### src/rtl/i2c_pkg.sv
// i2c_pkg: state encoding, drive levels and timing helper shared by the I2C
// master start, byte and stop generators.
package i2c_pkg;
  typedef enum logic [2:0] {IDLE, WAIT, SDA_SET, CLK_UP, SAMPLE, CLK_DOWN, RELEASE, DONE} state_e;
  localparam logic DRV_RELEASE = 1'b1;
  localparam logic DRV_PULL    = 1'b0;
  function automatic int quarter_period(input int clk_freq, input int i2c_freq);
    return clk_freq / (4 * i2c_freq);
  endfunction
endpackage

### src/rtl/i2c_phase_timer.sv
// i2c_phase_timer: loads Q on i_load and counts down to zero; o_expired is high
// at zero, so a wait entered with a load lasts Q+1 cycles.
module i2c_phase_timer #(
  parameter int Q = 62
) (
  input  logic i_clk,
  input  logic i_rst,
  input  logic i_load,
  output logic o_expired
);
  localparam int W = (Q > 0) ? $clog2(Q + 1) : 1;
  logic [W-1:0] cnt_q, cnt_d;
  always_comb cnt_d = i_load ? W'(Q) : ((cnt_q != '0) ? cnt_q - W'(1) : cnt_q);
  always_ff @(posedge i_clk) begin
    if (i_rst) cnt_q <= '0;
    else cnt_q <= cnt_d;
  end
  assign o_expired = (cnt_q == '0);
endmodule

### src/rtl/i2c_byte_gen.sv
// i2c_byte_gen: shifts one byte MSB-first plus the ACK bit over open-drain SDA/SCL.
// Unstretched, o_done is high 9*(3Q+8)+2 clock edges after the accepting edge (that edge counted as 1).
module i2c_byte_gen
  import i2c_pkg::*;
#(
  parameter int CLK_FREQ = 25_000_000,
  parameter int I2C_FREQ = 100_000
) (
  input  logic       i_clk,
  input  logic       i_rst,
  input  logic       i_req,
  input  logic       i_rw,
  input  logic [7:0] i_data,
  input  logic       i_ack,
  output logic       o_ready,
  output logic       o_done,
  output logic [7:0] o_data,
  output logic       o_ack,
  input  logic       i_sda,
  input  logic       i_scl,
  output logic       o_sda_drive,
  output logic       o_scl_drive
);
  localparam int Q = quarter_period(CLK_FREQ, I2C_FREQ);
  state_e state_q, state_d, ret_q, ret_d;
  logic [3:0] bit_q, bit_d;
  logic [7:0] tx_q, tx_d, data_q, data_d;
  logic rw_q, rw_d, mack_q, mack_d, ack_q, ack_d, sda_q, sda_d, scl_q, scl_d;
  logic load, expired;
  i2c_phase_timer #(.Q(Q)) u_timer (
    .i_clk    (i_clk),
    .i_rst    (i_rst),
    .i_load   (load),
    .o_expired(expired)
  );
  assign o_ready     = (state_q == IDLE) && !i_scl;
  assign o_done      = (state_q == DONE);
  assign o_data      = data_q;
  assign o_ack       = ack_q;
  assign o_sda_drive = sda_q;
  assign o_scl_drive = scl_q;
  always_ff @(posedge i_clk) begin
    if (i_rst) begin
      state_q <= IDLE;
      ret_q   <= IDLE;
      bit_q   <= '0;
      tx_q    <= '0;
      data_q  <= '0;
      rw_q    <= 1'b0;
      mack_q  <= 1'b0;
      ack_q   <= 1'b0;
      sda_q   <= DRV_RELEASE;
      scl_q   <= DRV_RELEASE;
    end else begin
      state_q <= state_d;
      ret_q   <= ret_d;
      bit_q   <= bit_d;
      tx_q    <= tx_d;
      data_q  <= data_d;
      rw_q    <= rw_d;
      mack_q  <= mack_d;
      ack_q   <= ack_d;
      sda_q   <= sda_d;
      scl_q   <= scl_d;
    end
  end
  // Bit 8 is the ACK slot; the low phase is CLK_DOWN + SDA_SET + one wait.
  always_comb begin
    state_d = state_q;
    ret_d   = ret_q;
    bit_d   = bit_q;
    tx_d    = tx_q;
    data_d  = data_q;
    rw_d    = rw_q;
    mack_d  = mack_q;
    ack_d   = ack_q;
    sda_d   = sda_q;
    scl_d   = scl_q;
    load    = 1'b0;
    case (state_q)
      IDLE: if (i_req && o_ready) begin
        rw_d    = i_rw;
        tx_d    = i_data;
        mack_d  = i_ack;
        data_d  = '0;
        ack_d   = 1'b0;
        bit_d   = '0;
        state_d = SDA_SET;
      end
      WAIT: state_d = expired ? ret_q : WAIT;
      SDA_SET: begin
        scl_d   = DRV_PULL;
        sda_d   = bit_q[3] ? (rw_q ? ~mack_q : DRV_RELEASE)
                           : (rw_q ? DRV_RELEASE : tx_q[3'd7 - bit_q[2:0]]);
        load    = 1'b1;
        ret_d   = CLK_UP;
        state_d = WAIT;
      end
      CLK_UP: begin
        scl_d = DRV_RELEASE;
        if (i_scl) begin
          load    = 1'b1;
          ret_d   = SAMPLE;
          state_d = WAIT;
        end
      end
      SAMPLE: begin
        if (!bit_q[3] && rw_q) data_d = {data_q[6:0], i_sda};
        if (bit_q[3] && !rw_q) ack_d = ~i_sda;
        load    = 1'b1;
        ret_d   = CLK_DOWN;
        state_d = WAIT;
      end
      CLK_DOWN: begin
        scl_d   = DRV_PULL;
        bit_d   = bit_q[3] ? bit_q : bit_q + 4'd1;
        state_d = bit_q[3] ? RELEASE : SDA_SET;
      end
      RELEASE: begin
        sda_d   = DRV_RELEASE;
        scl_d   = DRV_PULL;
        state_d = DONE;
      end
      DONE: state_d = IDLE;
      default: state_d = IDLE;
    endcase
  end
endmodule

### config.mk
export PLATFORM = sky130hd
export DESIGN_NAME = i2c_byte_gen
export DESIGN_NICKNAME = d
export VERILOG_FILES = /design/src/rtl/i2c_pkg.sv /design/src/rtl/i2c_phase_timer.sv /design/src/rtl/i2c_byte_gen.sv
export SDC_FILE = /design/constraint.sdc
export NUM_CORES = 1
export LEC_CHECK = 0
export ABC_AREA = 0
export CORE_MARGIN = 2
export CORE_UTILIZATION = 51
export DETAILED_ROUTE_END_ITERATION = 10
export GPL_TIMING_DRIVEN = 1
export PLACE_DENSITY = 0.77
export REMOVE_ABC_BUFFERS = 1
export SYNTH_ARGS = -nofsm -noshare
export SYNTH_HDL_FRONTEND = slang
export SYNTH_HIERARCHICAL = 1
export SYNTH_SLANG_ARGS = --single-unit
### constraint.sdc
create_clock -name i_clk -period 2 [get_ports i_clk]
set_input_delay 0.4 -clock i_clk [delete_from_list [all_inputs] [get_ports i_clk]]
set_output_delay 0.4 -clock i_clk [all_outputs]
set_load 0.01 [all_outputs]
==> Word level (Yosys, flattened, before mapping) <==
Index checks and enable logic that the tools add are counted.
{ "totals": {"ff_bits": 37, "out_inout_bits": 13, "word_cells": 84} }
{ "op_classes": {"order_cmp": 1, "addsub": 3, "n_reduce_logical": 26, "eq_ne": 12, "bitwise_logic": 2, "n_mux": 27} }
{ "ops": {"columns": ["cell", "n"], "rows": [
  ["3-bit one-hot mux with 7 select lines", 1],
  ["8-bit two-way mux", 2],
  ["8-bit one-hot mux with 2 select lines", 1],
  ["3-bit two-way mux", 5],
  ["3-bit equality test, second input constant", 4],
  ["6-bit two-way mux", 2],
  ["2-bit nonzero test", 5],
  ["3-bit one-hot mux with 3 select lines", 1],
  ["3-bit AND reduction", 3],
  ["4-bit two-way mux", 2],
  ["2-bit != test, second input constant", 4],
  ["1-bit one-hot mux with 2 select lines", 4],
  ["4-bit one-hot mux with 2 select lines", 1],
  ["2-bit AND reduction", 4],
  ["1-bit two-way mux", 7],
  ["3-bit by 2-bit equality test with 1-bit output, second input constant", 2],
  ["6-bit logical NOT", 1],
  ["6-bit nonzero test", 1],
  ["6-bit by 1-bit subtractor with 6-bit output, second input constant", 1],
  ["4-bit by 1-bit adder with 4-bit output, second input constant", 1],
  ["1-bit logical AND", 4],
  ["3-bit by 4-bit less-than comparator with 1-bit output, second input constant", 1],
  ["2-bit OR reduction", 2],
  ["1-bit binary-select mux with 3-bit select", 1],
  ["other kinds (8)", 11]
]} }

==> Depth between registers and ports, before layout <==
Gate-level depths: netlist of run 1.
{ "logic_depth": {"word_depth": 6, "mapped_depth": 8, "ltp_nobuf": 8} }

==> Cells and area by module <==
The synthesis of run 1 kept the hierarchy.
{ "by_module_without_submodules": {"columns": ["module", "cells_per_inst", "instances", "area_per_inst_um2"], "rows": [
  ["i2c_byte_gen", 163, 1, 1403.8],
  ["i2c_phase_timer", 34, 1, 314.1]
]} }

==> Worst setup path before layout of run 1 <==
OpenSTA, ideal clock, no wires.
{ "synth_timing": {"path_type": "register to register", "from": "register state_q[1]", "to": "register u_timer.cnt_q[1]", "stages_incl_launch_ff": 8, "required_ns": 1.885, "setup_ns": 0.115, "setup_slack_ns": 0.248, "arrival_time_ns": 1.637, "synth_period_minus_slack_ns": 1.752, "cell_sequence": "dfxtp_1 -> buf_2 -> clkbuf_1 -> o21ai_0 -> o21bai_1 -> nand2b_1 -> nor2_1 -> a2111oi_0"} }
{ "synth_between": {"elab_chain_cells": 4} }
{ "synth_rtl": {"columns": ["item", "line_no", "rtl"], "rows": [
  ["from (decl)", "i2c_byte_gen.sv:25", "state_e state_q, state_d, ret_q, ret_d;"],
  ["from (signal assigned)", "i2c_byte_gen.sv:55", "state_q <= state_d;"],
  ["3-bit equality test or 3-bit by 2-bit equality test with 1-bit output (tied branches)", "i2c_byte_gen.sv:80", "case (state_q)"],
  ["2-bit OR reduction (no source line)", null, null],
  ["1-bit one-hot mux with 2 select lines *", "i2c_byte_gen.sv:80", null],
  ["named net load", "i2c_byte_gen.sv:29", "logic load, expired;"],
  ["6-bit two-way mux or 2-bit nonzero test (tied branches)", null, null],
  ["to (signal assigned)", "i2c_phase_timer.sv:16", "else cnt_q <= cnt_d;"],
  ["to (decl)", "i2c_phase_timer.sv:12", "logic [W-1:0] cnt_q, cnt_d;"]
]} }
Mark *: on every way through the listed nets, which the timed path passes. The rest lies on a longest branch.
A chain may end at the register's enable or synchronous reset.

==> Worst setup path in the final report of run 1 <==
{ "layout_timing": {"from": "register state_q[0]", "to": "output o_done"} }
{ "layout_between": {"elab_chain_cells": 1} }
{ "layout_rtl": {"columns": ["item", "line_no", "rtl"], "rows": [
  ["3-bit equality test", "i2c_byte_gen.sv:37", "assign o_done = (state_q == DONE);"],
  ["to (decl)", "i2c_byte_gen.sv:16", "output logic o_done,"]
]} }
No other way between the ends.

==> flow_summary.json, run 1 <==
{
  "max_cap_viol_count": 0,
  "final_common_cell": "dfxtp_1",
  "core_area_um2": 3284,
  "arrival_ns": 1.52,
  "diodes": 0,
  "synth_xor_xnor_area_share_pct": 0.5098,
  "cp-end-kind": "primary output",
  "mostFrequentLayoutCells": "35 x dfxtp_1, 33 x nand2_1, 26 x a21oi_1, 26 x clkdlybuf4s50_1, 11 x nor2_1",
  "fin_skew_ns": 0.002122,
  "critPathKind": "reg2out",
  "grt-ovfl-total": 0,
  "wire_per_inst_um": 13.63,
  "tightest_slew_ns": 0.3267,
  "vias_per_cell": 5.681,
  "die_h_um": 62.04,
  "tns_ns": 0,
  "cts_setup_buffers": 0,
  "peakVddDrop_v": 0.0005412,
  "synth_cells": 197,
  "r2r_setup_slack_ns": 0.39,
  "hold_buffers": 0,
  "cts_root_buf": "clkbuf_4",
  "rsz0062_at_grt": "false",
  "synth-simple-area-share_pct": 24.62,
  "worstSkewPairLatency_ns": 0.34,
  "synth_area_um2": 1718,
  "crit_chain": "and3_1 -> clkdlybuf4s50_1",
  "finalCritPeriodShare_pct": 96.22,
  "setup-violations-final": 0,
  "rr_worst_depth": 5,
  "dieArea_um2": 3849,
  "timing.rr.end": "u_timer/cnt_q[1]",
  "stdcell_area_um2": 2193,
  "powerDensity_nw_per_um2": 1083,
  "clk_pin_slew_ns": 0.11,
  "synth_compound_area_share_pct": 21.05,
  "grt_pass1_wl_um": 5858,
  "synth_fa_ha_area_share_pct": 1.457,
  "synth.avg_cell_area_um2": 8.720,
  "cpPeakStageDelay_ns": 0.53,
  "clk_path_buf_depth": 2,
  "layout_setup_ws_ns": 0.07564,
  "cp.depth": 2,
  "crit_end": "o_done",
  "cts_buffers": 5,
  "p_leak_nw": 0.7672,
  "cp-start-kind": "register",
  "yosys_warnings": 6,
  "port_buffers": 27,
  "ant_nets": 0,
  "die_x_um": 62.04,
  "start_util_pct": 52.30,
  "crit_start": "state_q[0]",
  "syn_to_final_growth_pct": 27.68,
  "num_vias": 1585,
  "hold_viol": 0,
  "dp_slack_ns": -0.08943,
  "rows": 21,
  "period_needed_ns": 1.924,
  "grt_pass1_vias": 1406,
  "final_max_slew_viol_count": 0,
  "dp_hpwl_um": 2819,
  "io_pins": 28,
  "yosysSeqAreaShare_pct": 43.12,
  "r2r_start": "state_q[2]",
  "cts_resized": 4,
  "grt_start_max_net_pins": 30,
  "gp_congestion": 0.8982,
  "drive_gt1_share_pct": 13.30,
  "path_buf_inv": 1,
  "critPathMaxFanout": 15,
  "nets": 249,
  "drt_first_iter_violations": 65,
  "muxShareOfSynthArea_pct": 4.443,
  "dr.pass1.iters": 4,
  "drcViolationCount": 0,
  "dp_cells": 271,
  "track_usage_pct": 20.89,
  "slew_headroom_pct": 77.66,
  "clock_sinks": 37,
  "synth_top_family_by_area": "simple AND/OR/NAND/NOR gates",
  "synth-seq-cells": 37,
  "placed_cell_area_um2": 2105,
  "routed_wl_um": 3803,
  "cp.required_ns": 1.60,
  "outcome": "complete, no violations",
  "cts_tree": "built",
  "fmax_mhz": 519.7,
  "htree_levels": 2,
  "hold_class": "reg2reg",
  "cp_top_family": "buffers and inverters",
  "ys_types": 43,
  "cp_slowest_cell": "clkdlybuf4s50_1",
  "antenna_found_initial": 0,
  "layout.cells.non_filler": 279
}
[per-stage QoR]
| step | utilization (%) | hold WS [ns] | total power, mW |
|---|---|---|---|
| floorplan | - | 0.4271 | 1.513 |
| global placement | 64.08 | 0.4377 | 1.787 |
| detailed placement | 64.08 | 0.4477 | 1.844 |
| CTS | 66.78 | 0.4631 | 2.390 |
| global route | 66.78 | 0.4899 | 2.539 |
| finish | 66.78 | 0.4653 | 2.375 |
[worst reg2reg max path: cells and delay by family, from the launching register on]
family          cells  cell delay, ns
compound gates      2            0.56
flops               1            0.44
simple gates        3            0.50
[Yosys cell counts, drive strengths merged]
cell	count	area, um2
nand2	33	123.9
a41oi	2	17.52
ha	2	25.02
and2	2	12.51
a31oi	3	18.77
a21o	2	15.01
mux2	1	11.26
nor2	11	41.29
a211oi	5	37.54
o31ai	2	15.01
nor4b	2	17.52
a311oi	1	8.760
or4b	1	10.01
or3	1	11.26
nand3	3	15.01
mux4	2	45.04
nand3b	9	67.56
o21ai	7	35.03
a221oi	2	17.52
nor3	3	15.01
dfxtp	37	740.7
o31a	1	8.760
nand4	2	12.51
a211o	1	10.01
a22oi	1	7.510
nor4	2	27.53
mux2i	2	20.02
a2111oi	1	8.760
a21oi	26	130.1
buf	5	33.78
o21bai	2	15.01
and3	1	6.260
nor3b	2	25.02
clkbuf	6	22.52
nand2b	2	12.51
a32oi	1	16.27
inv	7	26.28
and4bb	1	12.51
xor2	1	8.760
nor2b	2	12.51
[sequential cells by signal, summed over array words and instances, names as in the netlist]
signal         cells
mack_q             1
tx_q               8
o_ack              1
o_data             8
u_timer/cnt_q      6
o_sda_drive        1
ret_q              3
rw_q               1
bit_q              4
state_q            3
o_scl_drive        1
[how the worst min path moves through the flow]
stage	from	endpoint	slack (ns)	depth (start not counted)
finish	o_data[7]	o_data[7]	0.47	2
global route	tx_q[3]	tx_q[3]	0.49	2
CTS	tx_q[0]	tx_q[0]	0.46	2
detailed placement	tx_q[0]	tx_q[0]	0.45	2
global placement	o_data[7]	o_data[7]	0.44	2
floorplan	tx_q[1]	tx_q[1]	0.43	2
[routing by layer]
layer	up-vias	global-route usage, %	part of all wire (%)
li1	782	-	-
met1	768	22.39	42
met2	30	38.84	53
met3	5	6.832	3.8
met4	0	5.775	0.76
met5	-	0	0
[report_power, final]
| group | internal (mW) | total, mW | switching [mW] |
|---|---|---|---|
| Clock | 0.298 | 0.541 | 0.243 |
| Combinational | 0.423 | 0.821 | 0.398 |
| Sequential | 0.862 | 1.01 | 0.151 |
[cell families after synthesis]
family	count (synthesis)
compound gates	57
xor+xnor	1
fa+ha+maj	2
buf+inv	18
flops	37
mux	5
simple gates	77
[area by class of cell]
class                           instances  area (um2)
Clock buffer                            7       55.05
Clock inverter                          1       30.03
Fill cell                             290        1091
Inverter                                7       26.28
Multi-Input combinational cell        142       894.6
Sequential cell                        37       745.7
Tap cell                               46       57.56
Timing Repair Buffer                   39       384.1
Power figures use the tool's default switching activity.
==> run 2: changes to the inputs <==
Settings changed: CAP_MARGIN set to 20, CORE_UTILIZATION 51 to 35, PLACE_DENSITY 0.77 to not set.
==> run 2 against run 1 <==
  * First-iteration DRC count up 15%
  * Cell count rose by 8.2%
  * Combinational power is 1% higher
  * Sequential share of layout area down 0.94 points
  * Clock skew increased by 0.0064 ns
  * Largest power group unchanged
==> flow_summary.json, run 2 (synthesis gave the netlist of run 1 again) <==
{
  "ant_nets": 0,
  "fillers": 487,
  "cp-start-kind": "register",
  "drt_first_iter_violations": 75,
  "drive_gt1_share_pct": 14.47,
  "vias_per_cell": 5.023,
  "finalCritPeriodShare_pct": 93.36,
  "dieArea_um2": 5485,
  "cp.required_ns": 1.60,
  "core_area_um2": 4723,
  "cpPeakStageDelay_ns": 0.53,
  "hold_class": "reg2reg",
  "seq_area_um2": 743.2,
  "syn_to_final_growth_pct": 30.88,
  "r2r_start": "u_timer/cnt_q[0]",
  "cts_tree": "built",
  "rows": 25,
  "start_util_pct": 36.37,
  "cp_slowest_cell": "clkdlybuf4s50_1",
  "min_from": "o_data[7]",
  "stdcell_area_um2": 2248,
  "io_pins": 28,
  "arrival_ns": 1.47,
  "outcome": "complete, no violations",
  "mostFrequentLayoutCells": "35 x dfxtp_1, 33 x nand2_1, 26 x a21oi_1, 26 x clkdlybuf4s50_1, 14 x buf_4",
  "die_x_um": 74.06,
  "slew_headroom_pct": 76.18,
  "grt_start_max_net_pins": 17,
  "drcViolationCount": 0,
  "met3_length_um": 127,
  "rsz0062_at_grt": "false",
  "grt_pass1_vias": 1469,
  "period_needed_ns": 1.867,
  "dp_hpwl_um": 2807,
  "cts_root_buf": "clkbuf_8",
  "multiInputGateArea_um2": 900.9,
  "grt-ovfl-total": 0,
  "cts_buffers": 5,
  "critPathMaxFanout": 10,
  "tightest_slew_ns": 0.3482,
  "gp_congestion": 0.7537,
  "track_usage_pct": 15.40,
  "path_buf_inv": 1,
  "critPathKind": "reg2out",
  "cp-end-kind": "primary output",
  "hold_viol": 0,
  "nets": 251,
  "die_h_um": 74.06,
  "cp_top_family": "buffers and inverters",
  "wire_per_inst_um": 12.72,
  "antenna_found_initial": 0,
  "max_cap_viol_count": 0,
  "clock_sinks": 37,
  "fin_skew_ns": 0.008530,
  "diodes": 0,
  "final_common_cell": "dfxtp_1",
  "clk_path_buf_depth": 2,
  "final_max_slew_viol_count": 0,
  "powerDensity_nw_per_um2": 1118,
  "port_buffers": 27,
  "peakVddDrop_v": 0.0003904,
  "worstSkewPairLatency_ns": 0.29,
  "top_layer": "met4",
  "num_vias": 1517,
  "grt_pass1_wl_um": 6561,
  "p_leak_nw": 0.7814,
  "htree_levels": 2,
  "crit_start": "state_q[1]",
  "m1WireLength_um": 1776,
  "tns_ns": 0,
  "fmax_mhz": 535.6,
  "crit_chain": "and3_1 -> clkdlybuf4s50_1",
  "placed_cell_area_um2": 2121,
  "setup-violations-final": 0,
  "post-route-util_pct": 47.60,
  "clk_pin_slew_ns": 0.08,
  "dr.pass1.iters": 4,
  "routed_wl_um": 3841,
  "wl_met2_um": 1884
}
run 2: cell count changes in the layout (fill, tap and decap cells not counted), sizes merged:
cell	delta
buf	+2
clkbuf	-1
clkinvlp	+1
run 2: tightest hold or removal path, cell delays in order, from the launching register on:
cell and delay (ns):
dfxtp_1 0.31, nand2_1 0.05, a21oi_1 0.05
run 2: area by class of cell:
class	instances	share of cell area, %
clock buffer	6	3.673
clock inverter	2	1.669
inverter	7	1.169
multi-input combinational	142	40.07
sequential	37	33.06
tap	67	3.728
timing repair buffer	41	16.64
run 2: per-layer routing:
metal  track usage [%]  vias to the layer above
li1                  -                      782
met1             19.73                      708
met2             24.90                       22
met3             3.930                        5
met4             6.061                        0
met5                 0                        -
run 2: timing repair:
item / 4_1_cts / 5_1_grt
setup buffers: 0 / 0
endpoints found under the setup margin: 2 / 2
endpoints found under the hold margin: 0 / 0
resized for setup: 2 / 2
hold buffers: 0 / 0
run 2: path summary, 6_finish.rpt:
check / end / slack (ns) / cells past startpoint
min reg2reg: o_data[7] / 0.45 / 2
min: o_data[7] / 0.45 / 2
max: o_done / 0.13 / 2
max reg2reg: state_q[1] / 0.24 / 8
run 2: report_power, final:
| part | internal (mW) | total, mW | switching (mW) |
|---|---|---|---|
| Combinational | 0.425 | 0.832 | 0.407 |
| Clock | 0.405 | 0.676 | 0.271 |
| Sequential | 0.859 | 1.00 | 0.146 |
| Total | 1.69 | 2.51 | 0.824 |
run 2: through the flow:
stage          worst slack (ns)  power [mW]  hold slack (ns)  std cells
2_1_floorplan           0.09032       1.513           0.4271        186
5_1_grt                 0.06043       2.675           0.4674        302
3_3_place_gp           -0.03347       1.830           0.4434        294
6_report                 0.1328       2.513           0.4507        302
4_1_cts                 0.03136       2.514           0.4539        302
3_5_place_dp           -0.04390       1.836           0.4429        294
==> run 3: changes to the inputs <==
Settings changed: SKIP_LAST_GASP set to 1.
==> results of run 3 <==
Final layout, timing and power as in run 2 (identical DEF).
